[src/rtl/bin2bcd_seq.sv]
`default_nettype none
// ============================================================================
// Module      : bin2bcd_seq
// Description : Sequential binary-to-BCD converter using shift-and-add-3
//               (double dabble), one input bit per clock, behind a
//               start/busy/done handshake. Define BIN2BCD_SIGNED_EN to treat
//               the input as two's complement and report the sign on neg_o.
// Revision    : 1.0 - initial release
// ============================================================================
module bin2bcd_seq #(
  parameter int WIDTH  = 16,
  parameter int DIGITS = 5
) (
  input  logic                  clk,
  input  logic                  rst,
  input  logic                  start_i,
  input  logic [WIDTH-1:0]      bin_i,
  output logic                  busy_o,
  output logic                  done_o,
  output logic [4*DIGITS-1:0]   bcd_o,
  output logic                  neg_o
);

  localparam int BCD_W = 4 * DIGITS;
  localparam int SR_W  = WIDTH + BCD_W;
  localparam int CNT_W = $clog2(WIDTH + 1);
  localparam logic [CNT_W-1:0] C_LAST_CNT = CNT_W'(WIDTH - 1);

  typedef enum logic [0:0] {
    IDLE = 1'b0,
    CONV = 1'b1
  } state_t;

  state_t             state_q, state_d;
  logic [SR_W-1:0]    sr_q,    sr_d;
  logic [CNT_W-1:0]   cnt_q,   cnt_d;
  logic [BCD_W-1:0]   bcd_q,   bcd_d;
  logic               done_q,  done_d;

  // Value actually loaded into the shift register, and its sign.
  logic [WIDTH-1:0]   w_bin_mag;
  logic               w_bin_neg;

`ifdef BIN2BCD_SIGNED_EN
  // Sign is captured at accept time but only published with the result,
  // so neg_o stays stable for the whole conversion.
  logic               neg_pend_q, neg_pend_d;
  logic               neg_q,      neg_d;

  // Two's-complement magnitude; 0x8000 negates to itself, which read as
  // unsigned is the correct magnitude 32768.
  assign w_bin_neg = bin_i[WIDTH-1];
  assign w_bin_mag = w_bin_neg ? (~bin_i + WIDTH'(1)) : bin_i;
  assign neg_o     = neg_q;
`else
  assign w_bin_neg = 1'b0;
  assign w_bin_mag = bin_i;
  assign neg_o     = 1'b0;
`endif

  // Add-3 correction applied to every BCD digit on the pre-shift value.
  logic [SR_W-1:0]    w_adj;
  logic [SR_W-1:0]    w_shift;
  logic               w_unused_msb;

  assign w_adj[WIDTH-1:0] = sr_q[WIDTH-1:0];

  for (genvar gi = 0; gi < DIGITS; gi++) begin : g_digit
    localparam int LSB = WIDTH + 4 * gi;
    assign w_adj[LSB +: 4] = (sr_q[LSB +: 4] >= 4'd5) ? (sr_q[LSB +: 4] + 4'd3)
                                                       : sr_q[LSB +: 4];
  end

  // The top bit falls off the register; with enough digits it is always 0.
  assign w_shift      = {w_adj[SR_W-2:0], 1'b0};
  assign w_unused_msb = w_adj[SR_W-1];

  assign busy_o = (state_q == CONV);
  assign done_o = done_q;
  assign bcd_o  = bcd_q;

  // Next-state and datapath update for the IDLE/CONV sequencer.
  always_comb begin
    state_d = state_q;
    sr_d    = sr_q;
    cnt_d   = cnt_q;
    bcd_d   = bcd_q;
    done_d  = 1'b0;
`ifdef BIN2BCD_SIGNED_EN
    neg_pend_d = neg_pend_q;
    neg_d      = neg_q;
`endif
    case (state_q)
      IDLE: begin
        if (start_i) begin
          sr_d    = {{BCD_W{1'b0}}, w_bin_mag};
          cnt_d   = '0;
          state_d = CONV;
`ifdef BIN2BCD_SIGNED_EN
          neg_pend_d = w_bin_neg;
`endif
        end
      end
      CONV: begin
        sr_d  = w_shift;
        cnt_d = cnt_q + CNT_W'(1);
        if (cnt_q == C_LAST_CNT) begin
          bcd_d   = w_shift[SR_W-1 -: BCD_W];
          done_d  = 1'b1;
          state_d = IDLE;
`ifdef BIN2BCD_SIGNED_EN
          neg_d   = neg_pend_q;
`endif
        end
      end
      default: begin
        state_d = IDLE;
      end
    endcase
  end

  // State register; reset discards any partial conversion.
  always_ff @(posedge clk) begin
    if (rst) begin
      state_q <= IDLE;
      sr_q    <= '0;
      cnt_q   <= '0;
      bcd_q   <= '0;
      done_q  <= 1'b0;
`ifdef BIN2BCD_SIGNED_EN
      neg_pend_q <= 1'b0;
      neg_q      <= 1'b0;
`endif
    end else begin
      state_q <= state_d;
      sr_q    <= sr_d;
      cnt_q   <= cnt_d;
      bcd_q   <= bcd_d;
      done_q  <= done_d;
`ifdef BIN2BCD_SIGNED_EN
      neg_pend_q <= neg_pend_d;
      neg_q      <= neg_d;
`endif
    end
  end

endmodule
`default_nettype wire

[config.mk]
export PLATFORM = sky130hd
export DESIGN_NAME = bin2bcd_seq
export DESIGN_NICKNAME = d
export VERILOG_FILES = /design/src/rtl/bin2bcd_seq.sv
export SDC_FILE = /design/constraint.sdc
export NUM_CORES = 1
export LEC_CHECK = 0
export BUFFER_PORTS_ARGS = -buffer_cell sky130_fd_sc_hd__buf_2
export CORE_UTILIZATION = 30
export DETAILED_ROUTE_END_ITERATION = 12
export PLACE_DENSITY_LB_ADDON = 0.25
export SLEW_MARGIN = 20
export SYNTH_ARGS = -nofsm -noshare
export SYNTH_HDL_FRONTEND = slang
export SYNTH_SLANG_ARGS = --single-unit
[constraint.sdc]
create_clock -name clk -period 1.53 [get_ports clk]
set_input_delay 0.2295 -clock clk [delete_from_list [all_inputs] [get_ports clk]]
set_output_delay 0.2295 -clock clk [all_outputs]
set_load 0.005 [all_outputs]
After elaboration in Yosys (flattened, before gate mapping)
Index checks and enable logic that the tools add are counted.
{"block": "word_totals", "regBits": 63, "in_bits": 19, "output_inout_bits": 23}
{"block": "classes", "n_addsub": 6, "n_lt_le_gt_ge": 5, "eq_ne": 2, "n_mux": 13, "bitwise": 1, "reduce_logical": 2}
{"op": "36-bit case mux with 2 select lines", "count": 1}
{"op": "36-bit 2-to-1 mux", "count": 1}
{"op": "4-bit by 3-bit greater-or-equal comparator with 1-bit output, second input constant", "count": 5}
{"op": "4-bit by 2-bit adder with 4-bit output, second input constant", "count": 4}
{"op": "4-bit 2-to-1 mux", "count": 4}
{"op": "5-bit case mux with 2 select lines", "count": 1}
{"op": "5-bit by 1-bit adder with 5-bit output, second input constant", "count": 1}
{"op": "5-bit by 4-bit equality test with 1-bit output, second input constant", "count": 1}
{"op": "5-bit 2-to-1 mux", "count": 1}
{"op": "3-bit by 2-bit adder with 3-bit output, second input constant", "count": 1}
{"op": "1-bit 2-to-1 mux", "count": 3}
{"op": "3-bit 2-to-1 mux", "count": 1}
{"op": "2-bit inequality test, second input constant", "count": 1}
{"op": "1-bit case mux with 2 select lines", "count": 1}
{"op": "2-bit AND reduction", "count": 1}
{"op": "2-bit OR reduction", "count": 1}
{"op": "1-bit NOT", "count": 1}

Logic depth before layout (Yosys ltp)
{"block": "depth", "word_depth": 3, "ltp_mapped": 7}

Least setup slack after synthesis
No wires, ideal clock.
{"block": "synth_timing", "kind": "flip-flop to flip-flop", "startpoint": "reg cnt_q[0]", "endpoint": "reg bcd_q[13] (netlist: bcd_o[13])", "setup_ps": 59, "arrival_time_ps": 1418, "required_ps": 1471, "path_slack_ps": 53, "stages_incl_launch_ff": 7, "n_path_buf": 1, "path_cell_list": "dfxtp_1 -> ha_1 -> and3_1 -> ha_1 -> a21oi_1 -> buf_2 -> a22o_1"}
{"block": "synth_via", "elab_chain_cells": 2}
{"element": "start, declared", "line_no": "36", "rtl": "logic [CNT_W-1:0] cnt_q, cnt_d;"}
{"element": "start signal, assigned", "line_no": "137", "rtl": "cnt_q <= cnt_d;"}
{"element": "5-bit by 4-bit equality test with 1-bit output", "line_no": "107", "rtl": "if (cnt_q == C_LAST_CNT) begin"}
{"element": "2-bit AND reduction (no source line)"}
{"element": "end signal, assigned", "line_no": "128", "rtl": "bcd_q <= '0;"}
{"element": "end signal, assigned", "line_no": "138", "rtl": "bcd_q <= bcd_d;"}
{"element": "end, declared", "line_no": "37", "rtl": "logic [BCD_W-1:0] bcd_q, bcd_d;"}
No other way between the ends.
A chain may end at the register's enable or synchronous reset.

Worst setup path after layout
{"block": "layout_timing", "startpoint": "reg cnt_q[1]", "endpoint": "reg bcd_q[10] (netlist: bcd_o[10])"}
The elaborated chain is that of the path after synthesis.

==> flow_summary.yaml <==
power_and_ir_drop:
  ir_drop_mv: 0.5337
  combPwrFrac: 0.077
  leakage_nw: 1.507
  p_sw_frac: 0.2307
  p_int_mw: 2.623
  seqPwrFrac: 0.497
  p_clk_frac: 0.426
  p_switching_mw: 0.7864
  powerDensity_nw_per_um2: 915.3
  total_power_mw: 3.409
placement:
  dp_hpwl_um: 4350
  gp_congestion: 0.7419
  place_ws_ns: -0.01362
  port_buffers: 40
clocking:
  clock-sinks: 63
  insertion_delay_ns: 0.34
  clk_pin_slew_worst_paths_ns: 0.07
  cts_buffers: 9
  clockRootBuffer: "clkbuf_8"
  cts_tree: "yes"
  htree_levels: 3
  hold_buffers: 0
  cts_buffer_depth: 2
final_layout:
  diodes: 0
  area_delta_synth_final_pct: 28.99
  drive_gt1_frac: 0.3194
  fin_nets: 409
sta:
  setup_viol: 0
  hold_slack_ns: 0.2020
  fin_crit_ns: 1.490
  finalMaxSlewViolations: 0
  hold_violations: 0
  rsz0062_at_grt: "true"
  worst_slack_ns: 0.03991
  fmax_ghz: 0.6711
  relSlewSlack: 0.6282
  skew_ns: 0.007564
  period_share: 0.9739
  worstMarginPinSlew_ns: 0.5566
logic_synthesis:
  synthCells: 318
  syn_area_um2: 2888
  ys_ff_latch: 63
  syn_avg_cell_area_um2: 9.081
  synth_cell_types: 37
  yosysSeqAreaShare: 0.4367
  syn_nets: 349
  synth-warning-count: 0
global_routing:
  grt_overflow: 0
  grt_pass1_wl_um: 10810
  globalRouteTotalUtil: 0.1383
  grt_pass1_vias: 2286
  grt_max_degree: 26
  antenna_found_initial: 0
drt:
  detail-route-antenna-nets: 0
  drtIter0Drc: 61
  first_pass_iters: 4
  wl_um: 6553
  wl_per_cell_um: 12.82
  drc: 0
  viasPerCell: 4.620
  num_vias: 2361
worst_setup_path:
  startpoint_type: "register"
  cp_max_fo: 5
  critPathKind: "register to register"
  crit_top_cell: "ha_4"
  path_buf_inv: 1
  crit_chain: "ha_4 > and3_4 > ha_4 > nand2_2 > or2_4 > buf_12 > o21ai_2"
  critical-path-top-delay-family: "simple AND/OR/NAND/NOR gates"
  cp_slowest_cell: "dfxtp_2"
  cp-end-kind: "register"
  rrSetupSlack_ns: 0.04
  required_ns: 1.81
  cp.arrival_ns: 1.77
  slowest_delay_ns: 0.36
floorplanning:
  rows: 35
  io_pins: 42
  dieArea_um2: 10020
  initial_core_util: 0.3111
  core-area_um2: 9284
  die_h_um: 100.1
  die_w_um: 100.1
worst_hold_path:
  hold_path.class: "input port to register"
outcome:
  status: "finished, final reports clean"
run:
  drv_cap: 0
## state kept, by name, summed over array words and instances (netlist names)
signal / count
bcd_o: 20
busy_o: 1
cnt_q: 5
sr_q: 36
done_o: 1
## layout by cell type (no fill, tap or decap), types with 2 or more instances in the layout
cell       n
a21oi_1   33
o21ai_1   14
buf_12     4
nand2_1   20
nand2b_2   2
buf_2     40
ha_1       8
dfxtp_1   56
mux2i_2    2
mux2i_1   18
o21ai_0    7
a22o_1    13
nor3b_1   16
nand3_1    6
nor2_1    35
ha_4       2
nor3_1     3
ha_2       2
nor2b_1    3
o21ai_2   10
inv_1     11
dfxtp_2    6
a21oi_4    3
a21oi_2    3
buf_4     21
clkbuf_8  11
mux2_4     3
nand2b_1   5
xnor2_1    5
buf_6      2
## layer usage
metal  up-vias  share of wire  global-route usage
met3         4          0.044             0.05710
li1       1218              -                   -
met5         -              0                   0
met4         0         0.0061             0.03679
met1      1097           0.47              0.1666
met2        42           0.48              0.2281
## cells in the mapped netlist, drive strengths merged
master / number / area [µm²]
o21ai: 31 / 155.1
dfxtp: 63 / 1261
buf: 18 / 113.9
clkbuf: 1 / 3.750
o31a: 1 / 8.760
nor2b: 3 / 18.77
inv: 12 / 45.04
xnor2: 5 / 43.79
a22o: 13 / 113.9
conb: 1 / 3.750
nand2b: 7 / 48.80
ha: 12 / 150.1
and3: 1 / 6.260
o41ai: 1 / 8.760
nand3b: 1 / 7.510
or2: 1 / 8.760
or4b: 1 / 10.01
mux2i: 20 / 200.2
a21oi: 39 / 236.5
a41oi: 1 / 8.760
nor3b: 16 / 120.1
nand2: 21 / 78.83
nor3: 4 / 25.02
nor2: 36 / 142.6
nand3: 6 / 30.03
mux2: 3 / 37.53
## through the flow
| step | cell area, µm² | instances | TNS (ns) | utilization |
|---|---|---|---|---|
| floorplan | 2888 | 318 | 0 | - |
| global placement | 3348 | 490 | 0 | 0.3606 |
| detailed placement | 3348 | 490 | -0.07033 | 0.3606 |
| CTS | 3555 | 505 | -0.0001656 | 0.3829 |
| global route | 3725 | 511 | -0.1743 | 0.4012 |
| finish | 3725 | 511 | 0 | 0.4012 |
## tightest hold or removal path, delay by kind of cell
family / cells / cell delay, ns
and+or+nand+nor: 1 / 0.13
buffers and inverters: 1 / 0.08
muxes: 1 / 0.05
## power groups by stage
stage | Clock [mW] | Combinational, mW | Sequential (mW)
CTS | 1.52 | 0.245 | 1.69
detailed placement | 0 | 0.243 | 1.73
global route | 1.60 | 0.296 | 1.70
finish | 1.45 | 0.261 | 1.69
floorplan | 0 | 0.170 | 1.72
global placement | 0 | 0.239 | 1.73
## cell families (layout without fill, tap and decap cells)
| group | Yosys count | after routing | share of synthesized area |
|---|---|---|---|
| xor+xnor | 5 | 5 | 0.01516 |
| other cells | 1 | 1 | 0.001299 |
| buf+inv | 31 | 95 | 0.05632 |
| compound gates | 86 | 86 | 0.1841 |
| mux | 23 | 23 | 0.08232 |
| flops | 63 | 63 | 0.4367 |
| fa+ha+maj | 12 | 12 | 0.05199 |
| simple gates | 97 | 97 | 0.1720 |
## timing repair
action,in CTS,in global routing
cloned,0,2
pin swaps,0,14
buffers inserted,0,4
gates resized for setup,3,37
endpoints found under the setup margin,19,27
## area by class of cell
| class | count | area (µm²) |
|---|---|---|
| fillers | 986 | 5559 |
| multi-input cells | 224 | 1558 |
| flip-flops and latches | 63 | 1272 |
| repair buffers | 68 | 485.5 |
| well taps | 129 | 161.4 |
| clock buffers | 12 | 155.1 |
| inverters | 12 | 50.05 |
| clock inverters | 3 | 42.54 |
## path summary, 6_finish.rpt
kind | start | to | cells past startpoint
max | cnt_q[1]$_SDFFE_PP0P_ | bcd_o[10]$_SDFFE_PP0P_ | 7
min | bin_i[0] | sr_q[0]$_SDFFE_PP0P_ | 3
max reg2reg | cnt_q[1]$_SDFFE_PP0P_ | bcd_o[10]$_SDFFE_PP0P_ | 7
min reg2reg | bcd_o[14]$_SDFFE_PP0P_ | bcd_o[14]$_SDFFE_PP0P_ | 2
(Power assumes the default switching activity.)
